## config.mk

```make
export PLATFORM = sky130hd
export DESIGN_NAME = carregador_matriz
export DESIGN_NICKNAME = d
export VERILOG_FILES = /design/src/rtl/carregador_matriz_pkg.sv /design/src/rtl/carregador_matriz.sv
export SDC_FILE = /design/constraint.sdc
export NUM_CORES = 1
export LEC_CHECK = 0
export CELL_PAD_IN_SITES_DETAIL_PLACEMENT = 1
export CELL_PAD_IN_SITES_GLOBAL_PLACEMENT = 1
export CORE_ASPECT_RATIO = 0.8
export CORE_MARGIN = 4
export CORE_UTILIZATION = 50
export CTS_CLUSTER_DIAMETER = 120
export DETAILED_ROUTE_END_ITERATION = 7
export DONT_BUFFER_PORTS = 1
export GPL_ROUTABILITY_DRIVEN = 0
export HOLD_SLACK_MARGIN = 0.1
export PLACE_DENSITY = 0.92
export SYNTH_ARGS = -nofsm -noshare
export SYNTH_HDL_FRONTEND = slang
export SYNTH_SLANG_ARGS = --single-unit
```

## constraint.sdc

```tcl
create_clock -name clk -period 12.9 [get_ports clk]
set_input_delay 1.29 -clock clk [delete_from_list [all_inputs] [get_ports clk]]
set_output_delay 1.29 -clock clk [all_outputs]
set_load 0.05 [all_outputs]
```

## src/rtl/carregador_matriz_pkg.sv

```systemverilog
// Shared ULA definitions: element/bus geometry, FSM state encoding and
// the row/column to flat-element index mapping used by the loader stages.
package carregador_matriz_pkg;

  localparam int ELEM_W  = 8;
  localparam int MAX_DIM = 5;
  localparam int N_ELEM  = MAX_DIM * MAX_DIM;
  localparam int MAT_W   = N_ELEM * ELEM_W;

  localparam logic [1:0] ST_IDLE    = 2'd0;
  localparam logic [1:0] ST_ESCALAR = 2'd1;
  localparam logic [1:0] ST_CARGA   = 2'd2;
  localparam logic [1:0] ST_PRONTO  = 2'd3;

  // Flat element index on the 5x5 bus: lin*5 + col, in 5-bit arithmetic.
  function automatic logic [4:0] elem_index(input logic [2:0] lin, input logic [2:0] col);
    return ({2'b00, lin} * 5'd5) + {2'b00, col};
  endfunction

  // Dimensions the ULA can process.
  function automatic logic tamanho_ok(input logic [2:0] t);
    return (t >= 3'd2) && (t <= 3'd5);
  endfunction

endpackage

```

## src/rtl/carregador_matriz.sv

```systemverilog
// Matrix loader: accepts an optional scalar plus an NxN row-major byte
// stream, packs it into the zero-padded 5x5 bus and holds it behind a
// valid/ack handshake until the ULA consumes it.
module carregador_matriz
  import carregador_matriz_pkg::*;
(
  input  logic             clk,
  input  logic             reset,
  input  logic             start,
  input  logic [2:0]       tamanho,
  input  logic             com_escalar,
  input  logic [7:0]       data_in,
  input  logic             data_valid,
  output logic             data_ready,
  output logic [MAT_W-1:0] matriz_a,
  output logic [7:0]       data_escalar,
  output logic             matriz_valid,
  input  logic             matriz_ack,
  output logic             ocupado,
  output logic             erro
);

  logic [1:0]       state_q, state_d;
  logic [2:0]       lin_q, lin_d;
  logic [2:0]       col_q, col_d;
  logic [2:0]       n_q, n_d;
  logic [7:0]       esc_q, esc_d;
  logic             erro_q, erro_d;
  logic [MAT_W-1:0] matriz_q, matriz_d;
  logic             clr_s;
  logic             load_s;
  logic             xfer_s;
  logic [4:0]       idx_s;
  logic [N_ELEM-1:0] we_s;

  assign data_ready   = (state_q == ST_ESCALAR) || (state_q == ST_CARGA);
  assign matriz_valid = (state_q == ST_PRONTO);
  assign ocupado      = (state_q != ST_IDLE);
  assign erro         = erro_q;
  assign matriz_a     = matriz_q;
  assign data_escalar = esc_q;

  // data_ready is a pure state decode, so a transfer never loops back
  // combinationally into data_valid.
  assign xfer_s = data_valid & data_ready;
  assign idx_s  = elem_index(lin_q, col_q);

  // One byte-enable per bus element; unwritten elements keep their value
  // (zero after the clear at start), which gives the padding outside NxN.
  for (genvar g = 0; g < N_ELEM; g++) begin : g_elem
    assign we_s[g] = load_s && (idx_s == 5'(g));
    assign matriz_d[g*ELEM_W +: ELEM_W] = clr_s   ? {ELEM_W{1'b0}} :
                                          we_s[g] ? data_in :
                                                    matriz_q[g*ELEM_W +: ELEM_W];
  end

  // Next-state logic: FSM transitions, counters, scalar capture, error pulse.
  always_comb begin
    state_d = state_q;
    lin_d   = lin_q;
    col_d   = col_q;
    n_d     = n_q;
    esc_d   = esc_q;
    erro_d  = 1'b0;
    clr_s   = 1'b0;
    load_s  = 1'b0;
    case (state_q)
      ST_IDLE: begin
        if (start) begin
          if (tamanho_ok(tamanho)) begin
            clr_s = 1'b1;
            lin_d = 3'd0;
            col_d = 3'd0;
            n_d   = tamanho;
            if (com_escalar) begin
              state_d = ST_ESCALAR;
            end else begin
              // No scalar streamed: the ULA multiplies by zero.
              esc_d   = 8'd0;
              state_d = ST_CARGA;
            end
          end else begin
            erro_d = 1'b1;
          end
        end else begin
          state_d = ST_IDLE;
        end
      end
      ST_ESCALAR: begin
        if (xfer_s) begin
          esc_d   = data_in;
          state_d = ST_CARGA;
        end else begin
          state_d = ST_ESCALAR;
        end
      end
      ST_CARGA: begin
        if (xfer_s) begin
          load_s = 1'b1;
          if (col_q == (n_q - 3'd1)) begin
            col_d = 3'd0;
            lin_d = lin_q + 3'd1;
            if (lin_q == (n_q - 3'd1)) begin
              state_d = ST_PRONTO;
            end else begin
              state_d = ST_CARGA;
            end
          end else begin
            col_d = col_q + 3'd1;
          end
        end else begin
          state_d = ST_CARGA;
        end
      end
      ST_PRONTO: begin
        // Ack wins over any start seen in the same cycle; start is only
        // looked at in IDLE.
        if (matriz_ack) begin
          state_d = ST_IDLE;
        end else begin
          state_d = ST_PRONTO;
        end
      end
      default: begin
        state_d = ST_IDLE;
      end
    endcase
  end

  // State registers with asynchronous reset discarding any partial load.
  always_ff @(posedge clk or posedge reset) begin
    if (reset) begin
      state_q  <= ST_IDLE;
      lin_q    <= 3'd0;
      col_q    <= 3'd0;
      n_q      <= 3'd0;
      esc_q    <= 8'd0;
      erro_q   <= 1'b0;
      matriz_q <= {MAT_W{1'b0}};
    end else begin
      state_q  <= state_d;
      lin_q    <= lin_d;
      col_q    <= col_d;
      n_q      <= n_d;
      esc_q    <= esc_d;
      erro_q   <= erro_d;
      matriz_q <= matriz_d;
    end
  end

endmodule

```

==> results.sh, run 1 <==
export IMPL_status="completed"
export IMPL_p_switching_uw=752.3
export IMPL_cts_buffers=23
export IMPL_path_class="input pin to register"
export IMPL_synth_area_sq_um=9708
export IMPL_placed_cell_area_sq_um=9843
export IMPL_hold_viol=0
export IMPL_die_x_um=163.8
export IMPL_ant_nets=0
export IMPL_grt_pass1_vias=7093
export IMPL_cap_violations=0
export IMPL_timing_critical_path_buf_inv=2
export IMPL_cts_setup_buffers=0
export IMPL_hold_buffers=0
export IMPL_grt_ovfl_total=0
export IMPL_timing_fmax_mhz=218.8
export IMPL_worstPathArrival_ns=4.96
export IMPL_power_total_mw=2.022
export IMPL_dr_first_iter_drc_count=543
export IMPL_first_pass_iters=4
export IMPL_start_util_pct=51.01
export IMPL_vias=6378
export IMPL_path_cells="xor2_1 -> nand3_4 -> buf_4 -> buf_4 -> nand2_1 -> mux2i_1"
export IMPL_cts_resized=0
export IMPL_finalNetCount=848
export IMPL_rsz0062_at_grt="false"
export IMPL_antenna_found_initial=0
export IMPL_yosysSeqAreaShare_pct=56.71
export IMPL_clock_latency_ns=0.51
export IMPL_layout_worst_path_cycle_share_pct=35.42
export IMPL_grt_usage_pct=25.06
export IMPL_swShare_pct=37.21
export IMPL_yosysTopAreaCell="dfrtp_1"
export IMPL_rows=45
export IMPL_area_delta_synth_final_pct=9.305
export IMPL_ys_top_cells_by_area="dfrtp_1 57%, mux2i_1 22%, nand2_1 8.7%"
export IMPL_critPathCaptureType="register"
export IMPL_cp_slowest_cell="nand2_1"
export IMPL_synth_edf_count=0
export IMPL_syn_instance_count=838
export IMPL_syn_nets=872
export IMPL_synth_most_common_cell="nand2_1"
export IMPL_min_path_type="register to register"
export IMPL_cts_sinks=220
export IMPL_diodes=0
export IMPL_grt_max_degree=144
export IMPL_worstSetupPathDepth=6
export IMPL_synthArstFlopShare_pct=100.0
export IMPL_ys_flop_type="dfrtp_1"
export IMPL_cellPowerDensity_nw_per_um2=190.5
export IMPL_design_area_sq_um=10610
export IMPL_avgSynthCellArea_sq_um=11.58
export IMPL_dp_hpwl_um=18070
export IMPL_slowest_delay_ns=1.03
export IMPL_ir_drop_mv=0.1214
export IMPL_reg2reg_depth=7
export IMPL_netlist_area_leader_share_pct=56.71
export IMPL_ys_ff_latch=220
export IMPL_final_min_clock_period_ns=4.570
export IMPL_wl_per_cell_um=25.55
export IMPL_crit_required_ns=13.29
export IMPL_r2r_setup_slack_ns=8.54
export IMPL_routed_wl_um=27770
export IMPL_cts_tree="built"
export IMPL_grt_pass1_wl_um=42760
export IMPL_fin_skew_ns=0.01754
export IMPL_seq_power_share_pct=48.2
export IMPL_slew_viol_final=0
export IMPL_critPathMaxFanout=110
export IMPL_cp_common_cell="buf_4"
export IMPL_pwr_share_clk_pct=33.5
export IMPL_synth_commonest_cells="224 x nand2_1, 220 x dfrtp_1, 209 x mux2i_1"
export IMPL_die_h_um=132.6
export IMPL_cts_clk_slew_worst_paths_ns=0.06
export IMPL_worst_pin_slew_ns=1.284
export IMPL_drc_errors=0
export IMPL_core_sq_um=19030
export IMPL_p_leak_nw=6.054
export IMPL_viasPerCell=5.868
export IMPL_hold_depth=1
export IMPL_dieArea_sq_um=21720
export IMPL_drive_above_1_share_pct=7.600
export IMPL_max_clock_path_buffers=3
export IMPL_root_buffer="clkbuf_16"
export IMPL_htree_levels=1
export IMPL_ys_types=46
export IMPL_numPortBuffers=0
export IMPL_setup_viol=0
export IMPL_ios=229
export IMPL_max_slew_margin_pct=14.22
export IMPL_yosysWarnings=0
export IMPL_start_kind="input pin"
export IMPL_setup_tns_ns=0
export IMPL_cp_top_family="buffers and inverters"
export IMPL_combPwrFrac_pct=18.3
export IMPL_internal_power_mw=1.269
[flip-flops by register name (all words and copies together) (netlist names)]
register / cells
n_q: 3
col_q: 3
erro: 1
matriz_a: 200
data_escalar: 8
lin_q: 3
state_q: 2
[path summary, 6_finish.rpt]
kind,to,start
hold / removal,n_q[1]$_DFFE_PP0P_,n_q[1]$_DFFE_PP0P_
setup / recovery,matriz_a[33]$_DFFE_PP0P_,tamanho[1]
max in group asynchronous,matriz_a[129]$_DFFE_PP0P_,reset
hold reg to reg,n_q[1]$_DFFE_PP0P_,n_q[1]$_DFFE_PP0P_
setup reg to reg,matriz_a[33]$_DFFE_PP0P_,state_q[0]$_DFFE_PP0P_
min in group asynchronous,matriz_a[48]$_DFFE_PP0P_,reset
[cells by family after synthesis]
logic type	after synthesis	share of synthesized area [%]
compound gates	30	2.372
fa+ha+maj	17	2.268
flops	220	56.71
xor+xnor	11	1.224
buf+inv	71	3.183
simple gates	275	12.11
mux	214	22.13
[metal layers]
layer	vias up	GRT usage, %	wire length, um
met5	-	0	0
met4	0	6.334	608
met3	43	9.748	3055
met2	234	41.44	13500
met1	3328	31.02	10610
li1	2773	-	-
[power groups by stage]
stage / combinational (mW) / sequential [mW] / clock, mW
after floorplan: 0.288 / 0.964 / 0
after global placement: 0.350 / 0.983 / 0
after detailed placement: 0.367 / 0.986 / 0
after CTS: 0.372 / 0.974 / 0.688
after global routing: 0.408 / 0.982 / 0.715
final: 0.371 / 0.974 / 0.677
[stage by stage]
| stage | std cells | hold WS [ns] | util (%) | setup slack, ns |
|---|---|---|---|---|
| final | 1087 | 0.5471 | 55.76 | 8.330 |
| after floorplan | 838 | 0.4794 | - | 5.589 |
| after detailed placement | 1047 | 0.5249 | 51.72 | 7.859 |
| after global placement | 1047 | 0.5216 | 51.72 | 7.941 |
| after global routing | 1087 | 0.5647 | 55.76 | 8.005 |
| after CTS | 1087 | 0.5396 | 55.76 | 8.371 |
[cell usage in the layout (no fill, tap or decap), drive strengths merged, types with 3 or more instances in the layout]
master	netlist	layout
xor2	3	3
mux2i	209	209
mux2	5	5
nor3	10	10
inv	17	18
nand3	15	15
nor2	4	4
ha	16	16
clkbuf	35	36
nor2b	3	3
dfrtp	220	220
nand2	224	224
xnor2	7	7
or4	7	7
buf	19	5
a21oi	3	3
o21ai	14	14
[layout make-up]
class | instances | area (sq um)
Clock buffer | 36 | 694.4
Inverter | 17 | 71.32
Sequential cell | 220 | 5505
Multi-Input combinational cell | 547 | 3906
Clock inverter | 4 | 73.82
Timing Repair Buffer | 5 | 37.54
Tap cell | 258 | 322.8
Fill cell | 1965 | 8419
Power figures use the tool's default switching activity.
==> run 2: changes to the inputs <==
==> constraint.sdc (replaced) <==
create_clock -name clk -period 4.61 [get_ports clk]
set_input_delay 0.461 -clock clk [delete_from_list [all_inputs] [get_ports clk]]
set_output_delay 0.461 -clock clk [all_outputs]
set_load 0.05 [all_outputs]
==> results.sh, run 2 (synthesis results as in run 1) <==
export IMPL_hold_depth=2
export IMPL_fin_skew_ns=0.006564
export IMPL_pre_cts_ws_ns=1.114
export IMPL_dp_hpwl_um=17960
export IMPL_layout_worst_path_cycle_share_pct=76.74
export IMPL_htree_levels=1
export IMPL_min_to="data_escalar[3]$_DFFE_PP0P_"
export IMPL_slew_viol_final=0
export IMPL_die_x_um=163.8
export IMPL_cts_buffers=23
export IMPL_dr_first_iter_drc_count=579
export IMPL_wl_per_cell_um=25.17
export IMPL_clock_latency_ns=0.50
export IMPL_grt_usage_pct=25.40
export IMPL_whs_ns=0.1314
export IMPL_placed_cell_area_sq_um=9905
export IMPL_final_min_clock_period_ns=3.538
export IMPL_post_route_util_pct=56.94
export IMPL_cts_resized=0
export IMPL_ios=229
export IMPL_cp_top_family="adder cells"
export IMPL_cts_setup_buffers=0
export IMPL_max_clock_path_buffers=3
export IMPL_cts_sinks=220
export IMPL_final_cell_mix="224 x nand2_1, 220 x dfrtp_1, 209 x mux2i_1, 23 x clkbuf_16"
export IMPL_largest_reg_flops=200
export IMPL_ir_drop_mv=0.3521
export IMPL_hold_buffers=10
export IMPL_setup_tns_ns=0
export IMPL_cellPowerDensity_nw_per_um2=537.9
export IMPL_ant_nets=0
export IMPL_slowest_delay_ns=0.59
export IMPL_grt_pass1_wl_um=43160
export IMPL_cp_slowest_cell="xor2_1"
export IMPL_drc_errors=0
export IMPL_rows=45
export IMPL_drive_above_1_share_pct=9.091
export IMPL_nFillCells=1948
export IMPL_worstHoldStart="data_in[3]"
export IMPL_crit_required_ns=5.01
export IMPL_reg2reg_depth=7
export IMPL_min_path_type="input pin to register"
export IMPL_finalNetCount=865
export IMPL_cts_clk_slew_worst_paths_ns=0.06
export IMPL_reg2reg_to="matriz_a[64]$_DFFE_PP0P_"
export IMPL_grt_max_degree=130
export IMPL_start_kind="register"
export IMPL_cap_violations=0
export IMPL_start_util_pct=51.01
export IMPL_status="completed"
export IMPL_max_slew_margin_pct=32.18
export IMPL_rsz0062_at_grt="false"
export IMPL_setup_viol=0
export IMPL_area_delta_synth_final_pct=11.62
export IMPL_r2r_start="lin_q[0]$_DFFE_PP0P_"
export IMPL_critPathCaptureType="register"
export IMPL_grt_pass1_vias=7197
export IMPL_cts_tree="built"
export IMPL_design_area_sq_um=10840
export IMPL_vias=6375
export IMPL_timing_fmax_mhz=282.7
export IMPL_r2r_setup_slack_ns=1.07
export IMPL_diodes=0
export IMPL_hold_viol=0
export IMPL_viasPerCell=5.769
export IMPL_numPortBuffers=0
export IMPL_path_class="register to register"
export IMPL_dieArea_sq_um=21720
export IMPL_critPathMaxFanout=11
export IMPL_layout_commonest_cell="nand2_1"
export IMPL_path_cells="ha_1 -> ha_1 -> fa_1 -> xor2_1 -> nor3b_1 -> nand3_1 -> mux2i_1"
export IMPL_fin_ws_ns=1.072
export IMPL_first_pass_iters=4
export IMPL_p_leak_nw=6.164
export IMPL_antenna_found_initial=0
export IMPL_worst_pin_slew_ns=1.017
export IMPL_timing_critical_path_buf_inv=0
export IMPL_routed_wl_um=27820
export IMPL_crit_start="lin_q[0]$_DFFE_PP0P_"
export IMPL_cp_common_cell="ha_1"
export IMPL_core_sq_um=19030
export IMPL_worstPathArrival_ns=3.94
export IMPL_root_buffer="clkbuf_16"
export IMPL_grt_ovfl_total=0
export IMPL_die_h_um=132.6
run 2: changes by cell type in the layout (fill, tap and decap cells not counted), sizes merged:
cell / previous run / this run
buf: 5 / 12
clkinvlp: 0 / 2
inv: 18 / 16
dlygate4sd3: 0 / 10
clkbuf: 36 / 27
clkinv: 1 / 8
bufinv: 2 / 5
run 2: layout make-up:
cell class,instances,area [sq um],area share [%]
multi-input combinational,547,3906,36.05
inverter,17,67.56,0.6235
sequential,220,5505,50.80
tap,258,322.8,2.979
clock buffer,27,630.6,5.819
timing repair buffer,22,202.7,1.870
clock inverter,14,201.4,1.859
run 2: worst reg2reg max path, cell delays in order, from the launching register on:
cell and delay (ns):
dfrtp_1 0.46, ha_1 0.34, ha_1 0.33, fa_1 0.45, xor2_1 0.59, nor3b_1 0.43, nand3_1 0.51, mux2i_1 0.35
run 2: layer usage:
metal  track usage (%)  vias to the layer above  part of all wire (%)
met3             9.530                       33                   9.6
met4             5.310                        0                   1.9
met2             42.54                      223                    49
li1                  -                     2797                     -
met5                 0                        -                     0
met1             31.68                     3322                    39
run 2: how the worst max path moves through the flow:
stage | to | slack (ns) | depth (start not counted)
floorplan | col_q[0]$_DFFE_PP0P_ | 1.28 | 1
global placement | matriz_a[72]$_DFFE_PP0P_ | 1.27 | 7
detailed placement | matriz_a[81]$_DFFE_PP0P_ | 1.11 | 7
CTS | matriz_a[64]$_DFFE_PP0P_ | 1.08 | 7
global route | matriz_a[89]$_DFFE_PP0P_ | 0.84 | 7
finish | matriz_a[64]$_DFFE_PP0P_ | 1.07 | 7
run 2: stage by stage:
| step | power (mW) | cells |
|---|---|---|
| finish | 5.829 | 1105 |
| global route | 6.071 | 1105 |
| CTS | 5.853 | 1105 |
| detailed placement | 3.799 | 1054 |
| global placement | 3.750 | 1054 |
| floorplan | 3.505 | 838 |
run 2: power breakdown:
part,internal (mW),switching (mW),leakage (nW)
Combinational,0.341,0.731,2.69
Sequential,2.09,0.636,3.06
Clock,1.26,0.777,0.414
Total,3.68,2.14,6.16
==> run 3: changes to the inputs <==
--- a/config.mk
+++ b/config.mk
@@ -9,13 +9,13 @@
 export CELL_PAD_IN_SITES_GLOBAL_PLACEMENT = 1
 export CORE_ASPECT_RATIO = 0.8
 export CORE_MARGIN = 4
-export CORE_UTILIZATION = 50
+export CORE_UTILIZATION = 45
 export CTS_CLUSTER_DIAMETER = 120
 export DETAILED_ROUTE_END_ITERATION = 7
 export DONT_BUFFER_PORTS = 1
 export GPL_ROUTABILITY_DRIVEN = 0
 export HOLD_SLACK_MARGIN = 0.1
-export PLACE_DENSITY = 0.92
+export PLACE_DENSITY = 0.88
 export SYNTH_ARGS = -nofsm -noshare
 export SYNTH_HDL_FRONTEND = slang
 export SYNTH_SLANG_ARGS = --single-unit
==> constraint.sdc (replaced) <==
create_clock -name clk -period 2.98 [get_ports clk]
set_input_delay 0.298 -clock clk [delete_from_list [all_inputs] [get_ports clk]]
set_output_delay 0.298 -clock clk [all_outputs]
set_load 0.05 [all_outputs]
==> results.sh, run 3 (synthesis results as in run 1) <==
export IMPL_viasPerCell=5.590
export IMPL_cts_tree="built"
export IMPL_p_leak_nw=6.315
export IMPL_fin_skew_ns=0.01333
export IMPL_fin_ws_ns=0.04501
export IMPL_cellPowerDensity_nw_per_um2=797.4
export IMPL_crit_required_ns=3.40
export IMPL_internal_power_mw=5.549
export IMPL_rows=47
export IMPL_pre_cts_ws_ns=0.08373
export IMPL_layout_commonest_cell="nand2_1"
export IMPL_max_clock_path_buffers=3
export IMPL_timing_fmax_mhz=340.7
export IMPL_r2r_start="lin_q[0]$_DFFE_PP0P_"
export IMPL_routed_wl_um=27790
export IMPL_slew_viol_final=0
export IMPL_path_cells="ha_1 -> ha_1 -> ha_1 -> a21oi_1 -> a21oi_2 -> buf_4 -> o21ai_2 -> mux2i_1"
export IMPL_core_sq_um=20940
export IMPL_min_to="state_q[1]$_DFFE_PP0P_"
export IMPL_cts_clk_slew_worst_paths_ns=0.07
export IMPL_timing_critical_path_buf_inv=1
export IMPL_first_pass_iters=4
export IMPL_ir_drop_mv=0.6806
export IMPL_largest_reg_flops=200
export IMPL_finalNetCount=899
export IMPL_hold_depth=4
export IMPL_grt_ovfl_total=0
export IMPL_htree_levels=1
export IMPL_root_buffer="clkbuf_16"
export IMPL_cp_common_cell="ha_1"
export IMPL_wl_per_cell_um=24.16
export IMPL_antenna_found_initial=0
export IMPL_pwr_share_clk_pct=32.5
export IMPL_dp_hpwl_um=18360
export IMPL_grt_max_degree=101
export IMPL_ant_nets=0
export IMPL_ios=229
export IMPL_final_min_clock_period_ns=2.935
export IMPL_grt_pass1_vias=7121
export IMPL_final_cell_mix="223 x nand2_1, 220 x dfrtp_1, 209 x mux2i_1, 36 x buf_4, 23 x clkbuf_16"
export IMPL_path_class="register to register"
export IMPL_critPathCaptureType="register"
export IMPL_cap_violations=0
export IMPL_cp_slowest_cell="o21ai_2"
export IMPL_layout_worst_path_cycle_share_pct=98.49
export IMPL_drc_errors=0
export IMPL_area_delta_synth_final_pct=14.93
export IMPL_drive_above_1_share_pct=12.49
export IMPL_die_x_um=172.2
export IMPL_seq_power_share_pct=47.3
export IMPL_die_h_um=139.4
export IMPL_status="completed"
export IMPL_vias=6429
export IMPL_r2r_setup_slack_ns=0.05
export IMPL_grt_usage_pct=22.86
export IMPL_start_util_pct=46.37
export IMPL_reg2reg_to="matriz_a[158]$_DFFE_PP0P_"
export IMPL_min_path_type="input pin to register"
export IMPL_max_slew_margin_pct=54.88
export IMPL_diodes=0
export IMPL_numPortBuffers=0
export IMPL_dr_first_iter_drc_count=322
export IMPL_swShare_pct=37.63
export IMPL_grt_pass1_wl_um=43040
export IMPL_clock_latency_ns=0.51
export IMPL_setup_viol=0
export IMPL_worstPathArrival_ns=3.36
export IMPL_combPwrFrac_pct=20.2
export IMPL_start_kind="register"
export IMPL_p_switching_mw=3.347
export IMPL_worstHoldStart="com_escalar"
export IMPL_cp_top_family="compound AO/OA/AOI/OAI gates"
export IMPL_slowest_delay_ns=0.57
export IMPL_whs_ns=0.1587
export IMPL_rsz0062_at_grt="true"
export IMPL_worst_pin_slew_ns=0.6767
export IMPL_cts_sinks=220
export IMPL_cts_buffers=23
export IMPL_power_total_mw=8.896
export IMPL_dieArea_sq_um=24000
export IMPL_hold_viol=0
export IMPL_reg2reg_depth=8
export IMPL_critPathMaxFanout=9
[run 3: changes by cell type in the layout (fill, tap and decap cells not counted), moves of 4 or more]
cell           delta
buf_12            +4
buf_4            +25
dlygate4sd3_1     +5
nor3_1            -6
clkbuf_1          +6
clkinv_2          -4
nor3_2            +6
[run 3: cell type report]
cell class                      instances  area [sq um]
Tap cell                              269         336.6
Multi-Input combinational cell        547          3974
Fill cell                            2155          9778
Clock buffer                           33         653.1
Clock inverter                          8         100.1
Timing Repair Buffer                   56         520.5
Inverter                               17         67.56
Sequential cell                       220          5505
[run 3: worst reg2reg max path, cell delays in order, from the launching register on]
cell and delay [ns]:
dfrtp_1 0.38, ha_1 0.20, ha_1 0.28, ha_1 0.35
a21oi_1 0.36, a21oi_2 0.19, buf_4 0.24, o21ai_2 0.57
mux2i_1 0.27
[run 3: worst max path at each step]
stage / start / end / slack, ns / depth (start not counted)
floorplan: reset / col_q[0]$_DFFE_PP0P_ / -0.19 / 1
global placement: lin_q[0]$_DFFE_PP0P_ / matriz_a[72]$_DFFE_PP0P_ / 0.16 / 8
detailed placement: lin_q[0]$_DFFE_PP0P_ / matriz_a[74]$_DFFE_PP0P_ / 0.08 / 8
CTS: lin_q[0]$_DFFE_PP0P_ / matriz_a[74]$_DFFE_PP0P_ / 0.06 / 8
global route: lin_q[0]$_DFFE_PP0P_ / matriz_a[159]$_DFFE_PP0P_ / -0.10 / 8
finish: lin_q[0]$_DFFE_PP0P_ / matriz_a[158]$_DFFE_PP0P_ / 0.05 / 8
[run 3: routing by layer]
metal | wire length (um) | vias to the layer above | part of all wire (%) | track usage, %
met5 | 0 | - | 0 | 0
met4 | 435 | 0 | 1.6 | 4.260
met3 | 2694 | 33 | 9.7 | 9.215
met2 | 13260 | 182 | 48 | 38.11
met1 | 11400 | 3350 | 41 | 28.39
li1 | - | 2864 | - | -
[run 3: metrics by stage]
step / std cells / util (%) / area, sq um / setup TNS [ns]
floorplan: 838 / - / 9712 / -40.94
global placement: 1091 / 48.49 / 10150 / 0
detailed placement: 1091 / 48.49 / 10150 / 0
CTS: 1147 / 52.80 / 11050 / 0
global route: 1150 / 53.29 / 11160 / -2.405
finish: 1150 / 53.29 / 11160 / 0
[run 3: power by group through the flow]
stage	registers (mW)	logic, mW	clock network [mW]
after floorplan	4.17	1.25	0
after global placement	4.25	1.67	0
after detailed placement	4.26	1.73	0
after CTS	4.21	1.77	2.96
after global routing	4.25	1.96	3.10
final	4.21	1.80	2.90
[run 3: timing repair]
| item | CTS | global route |
|---|---|---|
| hold endpoints to repair | 39 | 0 |
| setup buffers | 0 | 3 |
| gates resized for setup | 0 | 13 |
| endpoints found under the setup margin | 0 | 87 |
| hold buffers | 15 | 0 |
==> edit (flow settings as in run 2) <==
Set the package constant `MAX_DIM` to 4 (it was 5).
--- a/src/rtl/carregador_matriz_pkg.sv
+++ b/src/rtl/carregador_matriz_pkg.sv
@@ -5,3 +5,3 @@
   localparam int ELEM_W  = 8;
-  localparam int MAX_DIM = 5;
+  localparam int MAX_DIM = 4;
   localparam int N_ELEM  = MAX_DIM * MAX_DIM;
Ports: changed (resized matriz_a); port bits go from 229 to 157. The function was not compared with the original's and may differ.
==> edit against run 2 <==
First-iteration DRC count down 54%. Worst hold slack worse by 0.0051 ns. Final area fell by 30%. Sequential power decreased by 14%. Global-route usage shrank 0.78 points. Largest cell class unchanged. Total power down 13%. Largest power group unchanged. Worst setup slack gained 0.22 ns. Count of clock-buffer cells in the layout shrank 7. Routed wire length fell by 32%. Sequential cell count down 72. Area after synthesis down 28%.
==> edit: results (changes against run 2) <==
| Metric | Value |
|---|---|
| Clk_skew | `0.0167 ns (+0.0102 ns)` |
| Reg2reg path depth | `5 (-2)` |
| Clk pwr | `1410 µW (-31%)` |
| Clock root cell | `clkbuf_16` |
| Worst reg2reg endpoint | `matriz_a[26]` |
| First-pass GRT wire length | `30300 µm (-30%)` |
| R2r setup slk | `1.29 ns (+0.22 ns)` |
| Crit path from | `state_q[0]` |
| Critical path's slowest cell | `nand2_1` |
| Worst skew pair latency | `0.43 ns (-0.07 ns)` |
| Seq/Total Area, Yosys | `53.2% (-3.5 points)` |
| CTS max path bufs | `2 (-1)` |
| Critical path peak fanout | `84 (+73)` |
| Nets | `609 (-30%)` |
| Outcome | `complete, no violations` |
| DR iter-0 viols | `264 (-54%)` |
| Max FFs per register | `128 (-36%)` |
| FFs w/ async S/R, synth | `100% (unchanged)` |
| Post-CTS setup buffers | `0 (unchanged)` |
| 1st-pass router iterations | `4 (unchanged)` |
| Post-synth top cells | `nand2_1, dfrtp_1, mux2i_1, clkbuf_1` |
| Initial antenna violation count | `0 (unchanged)` |
| CTS buffer count | `17 (-26%)` |
| P_leak | `0.00425 µW (-31%)` |
| Worst min-delay path class | `in -> async` |
| Layout cell share with drive strength beyond 1 | `11.1% (+2.0 points)` |
| CTS resizes | `0 (unchanged)` |
| Synth Net Count | `619 (-29%)` |
| Tot GR Track Use | `24.6% (-0.78 points)` |
| Unique masters post-synth | `45 (-2.2%)` |
| Routed vias | `4434 (-30%)` |
| CTS clk-pin slew, worst paths | `about 0.07 ns` |
| Sequential cell power | `2350 µW (-14%)` |
| Post-synthesis cell count | `585 (-30%)` |
| Ant diodes | `0 (unchanged)` |
| DPL Wire Length | `12600 µm (-30%)` |
| DP Cell Count | `736 (-30%)` |
| Wirelength per Cell | `24.6 µm (-2.4%)` |
| Worst-Margin Slew | `0.984 ns (-0.0335 ns)` |
| Post-synth top flop | `dfrtp_1` |
| Peak VDD IR | `0.306 mV (-13%)` |
| Number of global-route vias before repair | `5031 (-30%)` |
| Crit path arrival time | `3.57 ns (-0.37 ns)` |
| Htree depth | `4 (+3)` |
| Post-Layout Cell Count | `768 (-30%)` |
| Largest net degree at the start of global routing | `111 (-15%)` |
| Critical Path Max Stage Delay | `1.09 ns (+0.50 ns)` |
| Internal power | `2750 µW (-25%)` |
| Buffers on Ports | `0 (unchanged)` |
| Synth area leaders | `dfrtp_1, mux2i_1, nand2_1, nand4_4, ha_1` |
| Fillers | `1404 (-28%)` |
| Critical path capture point type | `register` |
| Yosys warning count | `0 (unchanged)` |
-- edit: area by class of cell --
cell class | count | area (µm²) | share of cell area (%)
tap | 180 | 225 | 2.95
inverter | 16 | 65.1 | 0.852
sequential | 148 | 3700 | 48.5
multi-input combinational | 389 | 3030 | 39.6
timing repair buffer | 3 | 22.5 | 0.295
clock inverter | 12 | 145 | 1.90
clock buffer | 20 | 447 | 5.85
-- edit: through the flow --
| stage | setup WS [ns] | instance area (µm²) | util [%] | hold WS (ns) | total power, µW |
|---|---|---|---|---|---|
| finish | 1.29 | 7630 | 56.1 | 0.126 | 5100 |
| global route | 1.10 | 7630 | 56.1 | 0.161 | 5350 |
| CTS | 1.33 | 7630 | 56.1 | 0.148 | 5130 |
| detailed placement | 1.38 | 7040 | 51.8 | 0.497 | 3710 |
| global placement | 1.60 | 7040 | 51.8 | 0.467 | 3610 |
| floorplan | 0.169 | 6960 | - | 0.450 | 3420 |
-- edit: cells by family (layout without fill, tap and decap cells) --
logic type | Yosys count | after routing | synth area share [%]
AO/OA/AOI/OAI | 17 | 17 | 2.28
XOR/XNOR | 12 | 12 | 1.73
adder cells (fa/ha/maj) | 17 | 17 | 3.17
buffers and inverters | 48 | 51 | 3.44
flip-flops | 148 | 148 | 53.2
multiplexers | 142 | 142 | 20.5
AND/OR/NAND/NOR | 201 | 201 | 15.6
-- edit: layer usage --
layer  vias to the layer above  track usage, %  share of wire (%)
met5                         -               0                  0
met4                         0            8.39                2.0
met3                        32            10.4                9.2
met2                       138            39.3                 49
met1                      2307            30.5                 40
li1                       1957               -                  -
-- edit: worst max-delay path: cells and delay by family (launching register included) --
kind	cells	cell delay, ns
fa+ha+maj	1	0.43
mux	1	0.20
flops	1	0.43
buf+inv	1	0.14
simple gates	2	1.88
